[config.mk]
export PLATFORM = sky130hd
export DESIGN_NAME = quad_word_loader
export DESIGN_NICKNAME = d
export VERILOG_FILES = /design/src/rtl/quad_word_loader_pkg.sv /design/src/rtl/quad_word_loader_reg.sv /design/src/rtl/quad_word_loader.sv
export SDC_FILE = /design/constraint.sdc
export NUM_CORES = 1
export LEC_CHECK = 0
export CORE_MARGIN = 1
export CORE_UTILIZATION = 44
export DETAILED_ROUTE_END_ITERATION = 8
export PLACE_DENSITY = 0.78
export SLEW_MARGIN = 15
export SYNTH_ARGS = -nofsm -noshare
export SYNTH_HDL_FRONTEND = slang
export SYNTH_SLANG_ARGS = --single-unit
export TNS_END_PERCENT = 1
[constraint.sdc]
create_clock -name clk -period 1.5 [get_ports clk]
set_clock_uncertainty 0.1 [all_clocks]
set_input_delay 0.45 -clock clk [delete_from_list [all_inputs] [get_ports clk]]
set_output_delay 0.45 -clock clk [all_outputs]
set_load 0.02 [all_outputs]
[src/rtl/quad_word_loader_pkg.sv]
// Shared types and constants for the quad word loader.
// Holds the FSM state encoding and lane/count sizing.
package quad_word_loader_pkg;

    localparam int LANES = 4;
    localparam int CNT_W = 2;

    typedef enum logic {
        ST_FILL = 1'b0,
        ST_FULL = 1'b1
    } state_e;

endpackage

[src/rtl/quad_word_loader_reg.sv]
// N-bit register with synchronous reset and write enable.
// Used once per lane to hold the gathered words.
module quad_word_loader_reg #(
    parameter int N = 5
) (
    input  logic         clk,
    input  logic         rst,
    input  logic         en,
    input  logic [N-1:0] d,
    output logic [N-1:0] q
);

    logic [N-1:0] val_q;

    // Capture d when enabled; reset clears to zero.
    always_ff @(posedge clk) begin
        if (rst) begin
            val_q <= '0;
        end else if (en) begin
            val_q <= d;
        end
    end

    assign q = val_q;

endmodule

[src/rtl/quad_word_loader.sv]
// Gathers four serial words into a group and hands it off.
// Group handoff may overlap with accepting the next first word.
module quad_word_loader
    import quad_word_loader_pkg::*;
#(
    parameter int N = 5
) (
    input  logic             clk,
    input  logic             rst,
    input  logic             clr,
    input  logic             in_valid,
    input  logic [N-1:0]     in_data,
    output logic             in_ready,
    input  logic             out_ready,
    output logic             out_valid,
    output logic             load_en,
    output logic [N-1:0]     Out0,
    output logic [N-1:0]     Out1,
    output logic [N-1:0]     Out2,
    output logic [N-1:0]     Out3,
    output logic [CNT_W-1:0] fill_cnt
);

    state_e             state_q, state_d;
    logic [CNT_W-1:0]   cnt_q, cnt_d;
    logic [LANES-1:0]   lane_we;
    logic [N-1:0]       lane_q [LANES];
    logic               accept;

    assign out_valid = (state_q == ST_FULL);
    assign in_ready  = (state_q == ST_FILL) ? 1'b1 : out_ready;
    assign load_en   = out_valid & out_ready;
    assign accept    = in_valid & in_ready;

    // State and fill counter registers.
    always_ff @(posedge clk) begin
        if (rst) begin
            state_q <= ST_FILL;
            cnt_q   <= '0;
        end else begin
            state_q <= state_d;
            cnt_q   <= cnt_d;
        end
    end

    // Next-state, counter and lane write-enable decode.
    always_comb begin
        state_d = state_q;
        cnt_d   = cnt_q;
        lane_we = '0;
        unique case (state_q)
            ST_FILL: begin
                if (clr) begin
                    cnt_d = '0;
                end else if (accept) begin
                    lane_we = LANES'(1) << cnt_q;
                    if (cnt_q == CNT_W'(LANES - 1)) begin
                        state_d = ST_FULL;
                        cnt_d   = '0;
                    end else begin
                        cnt_d = cnt_q + CNT_W'(1);
                    end
                end
            end
            ST_FULL: begin
                if (load_en) begin
                    state_d = ST_FILL;
                    if (in_valid) begin
                        lane_we = LANES'(1);
                        cnt_d   = CNT_W'(1);
                    end else begin
                        cnt_d = '0;
                    end
                end
            end
            default: begin
                state_d = ST_FILL;
                cnt_d   = '0;
            end
        endcase
    end

    for (genvar g = 0; g < LANES; g++) begin : g_lane
        quad_word_loader_reg #(.N(N)) u_reg (
            .clk (clk),
            .rst (rst),
            .en  (lane_we[g]),
            .d   (in_data),
            .q   (lane_q[g])
        );
    end

    assign Out0     = lane_q[0];
    assign Out1     = lane_q[1];
    assign Out2     = lane_q[2];
    assign Out3     = lane_q[3];
    assign fill_cnt = cnt_q;

endmodule

## After elaboration in Yosys (flattened, before gate mapping)

Index checks and enable logic that the tools add are counted.

- Bits in read-only memories: 0
- Memories: 0
- Bits in writable memories: 0
- Input port bits: 10
- Word-level logic and storage cells: 32
- Latch bits: 0
- Bits in registers: 23

- Reduce and logical (&&, ||, !) cells: 1
- Order comparisons: 0
- $mul: 0
- Shifts and indexed selects: 1
- Equality and inequality tests: 3
- Div/mod/pow operators: 0
- $add $sub $neg: 1
- Mux-type cells: 17
- Bitwise operators: 3

Operators by type and width:

| cell | number |
|---|---|
| two-way mux 1 bit | 8 |
| two-way mux 2 bit | 4 |
| two-way mux 4 bit | 2 |
| one-hot mux 4 bit (2 select lines) | 1 |
| one-hot mux 2 bit (2 select lines) | 1 |
| left shift 1 x 2 -> 4 bit (first input constant) | 1 |
| inequality test 3 bit (second input constant) | 1 |
| adder 2 x 1 -> 2 bit (second input constant) | 1 |
| AND 1 bit | 2 |
| == test 2 bit (second input constant) | 1 |
| inequality test 2 bit (second input constant) | 1 |
| one-hot mux 1 bit (2 select lines) | 1 |
| AND reduction 2 bit | 1 |
| inverter 1 bit | 1 |

## Depth between registers and ports, before layout

Gate-level depths: netlist of the first run.

- Depth in word-level cells: 5
- Gate-level depth with buffers: 6

## Modules after synthesis

A second synthesis of the first run with hierarchy kept.

- Cells, all modules: 94
- Area total of the unflattened synthesis: 960.9 um^2

By module, submodules not included:

| module | cells an instance | instances | area each (um^2) |
|---|---|---|---|
| quad_word_loader_reg | 16 | 4 | 180.2 |
| quad_word_loader | 30 | 1 | 240.2 |

## Worst setup path after synthesis of the first run

Ideal clock, no wire load.

- Kind: register to register
- From: reg cnt_q[0] (netlist: fill_cnt[0])
- To: reg g_lane[0].u_reg.val_q[0]
- Path buffers: 0
- Setup slack: -0.011 ns
- Library setup time: 0.072 ns
- Stages on the path, launching flop included: 6
- Data arrival time: 1.339 ns
- Cell sequence: dfxtp_1 inv_1 ha_1 nor3b_2 o21ai_4 mux2i_1

- Word-level cells in the longest chain between the ends: 4

RTL lines:

| element | line | RTL |
|---|---|---|
| start: declaration | quad_word_loader.sv:25 | `logic [CNT_W-1:0] cnt_q, cnt_d;` |
| start signal: assignment | quad_word_loader.sv:42 | `cnt_q <= cnt_d;` |
| left shift 1 x 2 -> 4 bit | quad_word_loader.sv:56 | `lane_we = LANES'(1) << cnt_q;` |
| two-way mux 4 bit | quad_word_loader.sv:55 | `end else if (accept) begin` |
| two-way mux 4 bit | quad_word_loader.sv:53 | `if (clr) begin` |
| one-hot mux 4 bit (2 select lines) | quad_word_loader.sv:51 | `unique case (state_q)` |
| end signal: assignment | quad_word_loader_reg.sv:18 | `val_q <= '0;` |
| end signal: assignment | quad_word_loader_reg.sv:20 | `val_q <= d;` |
| end: declaration | quad_word_loader_reg.sv:13 | `logic [N-1:0] val_q;` |

Every way passes these cells.
A chain may end at the register's enable or synchronous reset.

## Worst setup path after layout of the first run

- From: reg state_q (netlist: out_valid)
- To: out in_ready

- Word-level cells in the longest chain between the ends: 1

RTL lines:

| element | line | RTL |
|---|---|---|
| start: declaration | quad_word_loader.sv:24 | `state_e state_q, state_d;` |
| start signal: assignment | quad_word_loader.sv:41 | `state_q <= state_d;` |
| two-way mux 1 bit | quad_word_loader.sv:31 | `assign in_ready = (state_q == ST_FILL) ? 1'b1 : out_ready;` |
| end: declaration | quad_word_loader.sv:13 | `output logic in_ready,` |

Every way passes these cells.

==> qor.csv, run 1 <==
stage,metric,value,unit
clock_tree,clkSlewWorstSetupHoldPaths,0.13,ns
clock_tree,cts_tree,done,
floorplanning,horizontal_extent_of_the_die,50.4,um
logic_synthesis,post_synthesis_cells,99,
cells_and_area,diodes,0,
logic_synthesis,post_synthesis_sequential_element_count,23,
place,place.port_buffers,34,
sta,final.min_clock_period,1.57,ns
route,detail_route.vias_per_cell,4.80,
worst_setup_path,reg2reg_slack,0.04,ns
clock_tree,clockRootBuffer,clkbuf_4,
floorplanning,start_util,46.5,%
place,place.detailed.hpwl,1.74,mm
power,ir_worst_vdd,0.598,mV
place,place_congestion,0.691,
logic_synthesis,synth_largest_type_area_fraction,44.7,%
clock_tree,cts_max_path_buffers,2,
worst_hold_path,worstHoldPathType,register to register,
clock_tree,cts_max_level,1,
worst_hold_path,hold_depth,2,
power,power.density_cell_area,727,nW/um^2
sta,slew_viol_final,0,
floorplanning,row_count,17,
clock_tree,cts.hold.buffers_added,0,
floorplanning,ioPinCount,35,
route,routedWlPerCell,13.2,um
outcome,status,"finished, violations left",
power,share_clk_of_total_power,27.3,%
route,drt-pass1-iter-count,4,
clock_tree,cts_buffers,3,
grt,global_route_usage_over_all_layers,20.5,%
cells_and_area,design_area_final,1470,um^2
sta,worst_slew_pin_slew,0.259,ns
route,drcViolationCount,0,
sta,fmax,638,MHz
floorplanning,placeableCoreArea,2210,um^2
route,route.final.wire_length,2.30,mm
worst_setup_path,worst_setup_path_start_kind,register,
logic_synthesis,netlist_area,1030,um^2
route,detail_route.iter0.violations,17,
worst_hold_path,min_delay_worst_endpoint,g_lane[0].u_reg.q[3]$_SDFFE_PP0P_,
power,total_leakage_power,0.000667,uW
route,num_vias,835,
floorplanning,die_area,2540,um^2
logic_synthesis,synth.net_count,113,
grt,grt_overflow,0,
worst_setup_path,crit_path_end_kind,primary output,
power,share_comb_of_total_power,13.9,%
grt,grt_pass1_vias,799,
power,power_report.internal_total,800,uW
worst_setup_path,crit_path_max_fanout,4,
sta,rsz_0062_raised_after_global_routing,yes,
power,switchingPower,267,uW
power,seq_power_share,58.8,%
place,postPlaceCellArea,1500,um^2
logic_synthesis,syn_avg_cell_area,10.4,um^2
flow_run,maximum_capacitance_violations,0,
worst_setup_path,r2r-end,g_lane[0].u_reg.q[1]$_SDFFE_PP0P_,
logic_synthesis,synthTopCellsByArea,"dfxtp_1 (45%), mux2i_1 (19%), nor2_1 (6.6%), nand2b_1 (6.1%), ha_1 (4.9%)",
worst_hold_path,hold_path_startpoint,g_lane[0].u_reg.q[3]$_SDFFE_PP0P_,
sta,report.final.setup_viol,2,
floorplanning,die_y,50.4,um
logic_synthesis,synth.distinct_cells,19,
worst_setup_path,path_class,register to primary output,
sta,layout_setup_ws,-0.0680,ns
clock_tree,cts_sinks,23,
sta,final.period_utilization,105,%
cells_and_area,finish.net_count,161,
grt,first_pass_grt_wire_length,3.68,mm
worst_setup_path,worst_ep_arrival_time,1.02,ns
logic_synthesis,synth_seq_area_share,44.7,%
sta,worst_hold_slack,0.379,ns
sta,maxSlewHeadroom,82.5,%
logic_synthesis,yosysTopAreaCell,dfxtp_1,
grt,maximum_number_of_pins_on_one_net_before_global_route_repair,14,
route,drt.antenna.violating_nets,0,
power,sw_ratio,25.0,%
grt,grt_antenna_before_repair,0,
cells_and_area,drive_gt1_share,36.3,%
cells_and_area,area.growth.synth_to_final,42.5,%
outcome,failed_checks,setup timing,
logic_synthesis,ys.warnings.count,0,
sta,tns,-0.108,ns
clock_tree,insertion_delay,0.31,ns
worst_setup_path,worst_r2r_startpoint,fill_cnt[0]$_SDFFE_PP0P_,
worst_setup_path,worst-r2r-cell-count,6,
sta,finalHoldViolations,0,
worst_setup_path,required_time_at_the_worst_slack_endpoint,0.95,ns
[repair_timing]
item	CTS	global route
setup buffers	0	0
hold endpoints to repair	0	0
gates resized for setup	97	22
setup endpoints to repair	39	37
pin swaps	1	2
[worst max-delay path by stage]
| stage | startpoint | endpoint | depth (start not counted) |
|---|---|---|---|
| 6_report | out_valid$_SDFF_PP0_ | in_ready | 3 |
| 5_1_grt | out_valid$_SDFF_PP0_ | in_ready | 3 |
| 4_1_cts | out_valid$_SDFF_PP0_ | in_ready | 3 |
| 3_5_place_dp | out_ready | in_ready | 4 |
| 3_3_place_gp | out_ready | in_ready | 4 |
| 2_1_floorplan | fill_cnt[1]$_SDFFE_PP0P_ | g_lane[0].u_reg.q[0]$_SDFFE_PP0P_ | 5 |
[cell usage after synthesis]
cell type  instances
mux2i_1           20
nand3_1            1
nor4_1             1
nor3_1             1
nand2b_1          10
nor3b_2            1
dfxtp_1           23
o21ai_4            1
a21oi_1            2
buf_6              3
and2b_1            1
o21ai_0            3
nor2_1            18
ha_1               4
buf_2              1
buf_4              2
and4bb_1           3
and2_4             1
inv_1              3
[routing by layer]
layer	global-route usage, %	part of all wire [%]	vias up
li1	-	-	423
met1	25.7	44	380
met2	31.8	48	24
met3	3.64	3.8	8
met4	13.9	4.2	0
met5	0	0	-
[power groups by stage]
stage | clock [uW] | sequential (uW) | combinational (uW)
2_1_floorplan | 0 | 656 | 49.3
3_3_place_gp | 0 | 641 | 150
3_5_place_dp | 0 | 641 | 155
4_1_cts | 302 | 628 | 151
5_1_grt | 327 | 629 | 159
6_report | 291 | 628 | 148
[cell families after synthesis]
group	count (synthesis)	synth area share [%]
AO/OA/AOI/OAI	6	4.01
adder cells (fa/ha/maj)	4	4.86
buffers and inverters	9	6.32
flip-flops	23	44.7
multiplexers	20	19.4
AND/OR/NAND/NOR	37	20.7
[area by class of cell]
type,instances,area (um^2)
Tap cell,28,35.0
Multi-Input combinational cell,67,526
Clock buffer,3,22.5
Clock inverter,1,5.00
Fill cell,183,744
Inverter,3,11.3
Sequential cell,23,464
Timing Repair Buffer,49,404
[state kept, by name, summed over array words and instances (netlist names)]
signal and count:
g_lane.u_reg.q 20, fill_cnt 2, out_valid 1
[cell usage in the layout, fill, tap and decap left out, types with 6 or more instances in the layout]
cell             instances
dfxtp_1                 20
buf_4                    7
buf_6                    7
nor2_1                  18
clkdlybuf4s50_1          6
nand2b_1                10
mux2i_1                 20
buf_2                   22
[critical path, cell delays in order (launching register included)]
cell and delay [ns]:
dfxtp_2 0.36, and2b_1 0.17, inv_1 0.07, buf_6 0.11
[stage by stage]
stage | instances | total power, uW | setup slack [ns] | util (%)
finish | 174 | 1070 | -0.0680 | 66.3
global route | 174 | 1110 | -0.120 | 66.3
CTS | 174 | 1080 | -0.0674 | 68.6
detailed placement | 170 | 796 | -0.827 | 67.9
global placement | 170 | 791 | -0.787 | 67.9
floorplan | 99 | 705 | 0.0302 | -
Power figures use the tool's default switching activity.
==> run 2: changes to the inputs <==
--- a/config.mk
+++ b/config.mk
@@ -5,10 +5,12 @@
 export SDC_FILE = /design/constraint.sdc
 export NUM_CORES = 1
 export LEC_CHECK = 0
+export CELL_PAD_IN_SITES_DETAIL_PLACEMENT = 0
+export CELL_PAD_IN_SITES_GLOBAL_PLACEMENT = 1
 export CORE_MARGIN = 1
-export CORE_UTILIZATION = 44
+export CORE_UTILIZATION = 33
 export DETAILED_ROUTE_END_ITERATION = 8
-export PLACE_DENSITY = 0.78
+export PLACE_DENSITY_LB_ADDON = 0.1
 export SLEW_MARGIN = 15
 export SYNTH_ARGS = -nofsm -noshare
 export SYNTH_HDL_FRONTEND = slang
==> run 2 against run 1 <==
  * Core utilization decreased by 15 points
  * Critical path depth increased by 1
  * Register-to-register slack got worse by 0.03 ns
  * Critical endpoint unchanged
  * First-iteration DRC count decreased by 47%
  * Largest cell class unchanged
  * The flow still finishes with violations (setup timing)
  * Non-clock buffer count increased by 2
  * Die area increased by 32%
  * Critical path type is now input port to primary output
  * Sequential share of layout area increased by 0.28 points
  * Global-route usage decreased by 4.8 points
  * Maximum frequency decreased by 0.17%
==> qor.csv, run 2 (same netlist as run 1, synthesis figures left out) <==
stage,metric,value,unit,change
clock_tree,cts_buffers,3,,unchanged
grt,global_route.usage.met1,19.9,%,-5.8 points
cells_and_area,layout_commonest_cell,buf_2,,
power,power.density_cell_area,724,nW/um^2,-0.43%
cells_and_area,area.growth.synth_to_final,42.0,%,
sta,finalHoldViolations,0,,unchanged
clock_tree,cts_sinks,23,,unchanged
power,share_comb_of_total_power,13.8,%,about the same
clock_tree,insertion_delay,0.31,ns,about the same
floorplanning,die_y,57.9,um,+15%
cells_and_area,fin_util,51.3,%,-15 points
power,sw_ratio,24.5,%,-0.54 points
floorplanning,placeableCoreArea,2850,um^2,+29%
floorplanning,start_util,36.1,%,-10 points
clock_tree,cts_max_path_buffers,2,,unchanged
worst_hold_path,worstHoldPathType,register to register,,
clock_tree,cts_max_level,1,,unchanged
route,detail_route.iter0.violations,9,,-8
sta,layout_setup_ws,-0.0706,ns,-0.00260 ns
place,place_congestion,0.798,,+15%
sta,final.period_utilization,105,%,+0.17 points
place,place.detailed.hpwl,1.78,mm,+2.7%
power,share_clk_of_total_power,26.9,%,-0.4 points
route,drt-pass1-iter-count,4,,unchanged
worst_setup_path,crit_path_max_fanout,2,,-2
flow_run,maximum_capacitance_violations,0,,unchanged
outcome,status,"finished, violations left",,
worst_setup_path,worst_ep_arrival_time,1.02,ns,about the same
grt,use_met3,3.79,%,+0.16 points
grt,maximum_number_of_pins_on_one_net_before_global_route_repair,14,,unchanged
grt,grt_antenna_before_repair,0,,unchanged
grt,first_pass_grt_wire_length,3.88,mm,+5.2%
place,place.port_buffers,34,,unchanged
route,routedWlPerCell,13.7,um,+3.2%
clock_tree,cts_tree,done,,
route,num_vias,836,,+0.12%
cells_and_area,drive_gt1_share,38.5,%,+2.2 points
worst_setup_path,crit_path_end_kind,primary output,,
floorplanning,row_count,19,,+2
cells_and_area,final.fill_count,308,,+68%
cells_and_area,most-common-layout-cells,"buf_2 (22), mux2i_1 (20), nor2_1 (18), dfxtp_1 (18)",,
floorplanning,ioPinCount,35,,unchanged
power,power_report.internal_total,800,uW,about the same
sta,slew_viol_final,0,,unchanged
sta,report.final.setup_viol,1,,-1
grt,grt_pass1_vias,828,,+3.6%
power,total_leakage_power,0.000677,uW,+1.5%
route,drt.antenna.violating_nets,0,,unchanged
sta,fmax,637,MHz,-0.17%
worst_setup_path,path_class,input port to primary output,,
power,ir_worst_vdd,0.428,mV,-28%
sta,maxSlewHeadroom,82.6,%,about the same
clock_tree,clockRootBuffer,clkbuf_4,,
power,switchingPower,259,uW,-2.9%
grt,global_route_usage_over_all_layers,15.7,%,-4.8 points
route,route.final.wire_length,2.45,mm,+6.2%
power,seq_power_share,59.4,%,+0.6 points
cells_and_area,diodes,0,,unchanged
floorplanning,horizontal_extent_of_the_die,57.9,um,+15%
route,detail_route.vias_per_cell,4.67,,-2.7%
sta,final.min_clock_period,1.57,ns,+0.00260 ns
power,total_chip_power,1060,uW,-0.77%
clock_tree,clkSlewWorstSetupHoldPaths,0.12,ns,about the same
route,drcViolationCount,0,,unchanged
sta,worst_slew_pin_slew,0.260,ns,+0.00108 ns
floorplanning,die_area,3350,um^2,+32%
grt,groute.layer.met2.usage,25.6,%,-6.2 points
outcome,failed_checks,setup timing,,
grt,grt_overflow,0,,unchanged
cells_and_area,finish.net_count,163,,+1.2%
worst_setup_path,required_time_at_the_worst_slack_endpoint,0.95,ns,about the same
grt,top_usage_layer,met2,,
sta,rsz_0062_raised_after_global_routing,yes,,
worst_setup_path,worst_setup_path_start_kind,input port,,
cells_and_area,max_reg_flops,20,,unchanged
clock_tree,cts.hold.buffers_added,0,,unchanged
==> run 2: what timing repair did <==
action / CTS / global route
setup buffers: 1 / 1
setup endpoints to repair: 45 / 41
resized for setup: 93 / 26
pin swaps: 0 / 1
endpoints found under the hold margin: 0 / 0
==> run 2: path summary, 6_finish.rpt <==
| path | cells past startpoint | end | slack (ns) | from |
|---|---|---|---|---|
| min | 2 | g_lane[0].u_reg.q[2]$_SDFFE_PP0P_ | 0.38 | g_lane[0].u_reg.q[2]$_SDFFE_PP0P_ |
| max | 4 | in_ready | -0.07 | out_ready |
| min reg2reg | 2 | g_lane[0].u_reg.q[2]$_SDFFE_PP0P_ | 0.38 | g_lane[0].u_reg.q[2]$_SDFFE_PP0P_ |
| max reg2reg | 7 | g_lane[1].u_reg.q[0]$_SDFFE_PP0P_ | 0.01 | fill_cnt[1]$_SDFFE_PP0P_ |
==> run 2: critical path, stage by stage <==
cell	delay (ns)
clkdlybuf4s15_1	0.18
and2b_1	0.23
inv_2	0.04
buf_6	0.12
==> run 2: area by class of cell <==
cell class / instances / area [um^2] / area share (%)
clock buffers: 3 / 22.5 / 1.54
clock inverters: 1 / 5.00 / 0.342
inverters: 3 / 11.3 / 0.770
multi-input cells: 67 / 513 / 35.1
flip-flops and latches: 23 / 467 / 31.9
well taps: 31 / 38.8 / 2.65
repair buffers: 51 / 405 / 27.7
==> run 2: per-layer routing <==
layer,part of all wire [%],wire length [um]
met3,5.5,134
met2,47,1150
met1,46,1120
met4,1.7,42
met5,0,0
==> run 2: power by group through the flow <==
stage                     Clock [uW]  Combinational (uW)  Sequential [uW]
final                            284                 146              628
after global routing             323                 157              630
after CTS                        299                 153              629
after detailed placement           0                 155              642
after global placement             0                 152              642
after floorplan                    0                49.3              656
==> run 2: per-stage QoR <==
step / std cells / worst slack [ns] / hold WS [ns] / TNS [ns] / area (um^2)
after floorplan: 99 / 0.0302 / 0.438 / 0 / 1030
after global placement: 173 / -0.791 / 0.359 / -8.88 / 1510
after detailed placement: 173 / -0.818 / 0.366 / -9.38 / 1510
after CTS: 178 / -0.0643 / 0.385 / -0.129 / 1560
after global routing: 179 / -0.111 / 0.408 / -0.871 / 1460
final: 179 / -0.0706 / 0.385 / -0.0706 / 1460
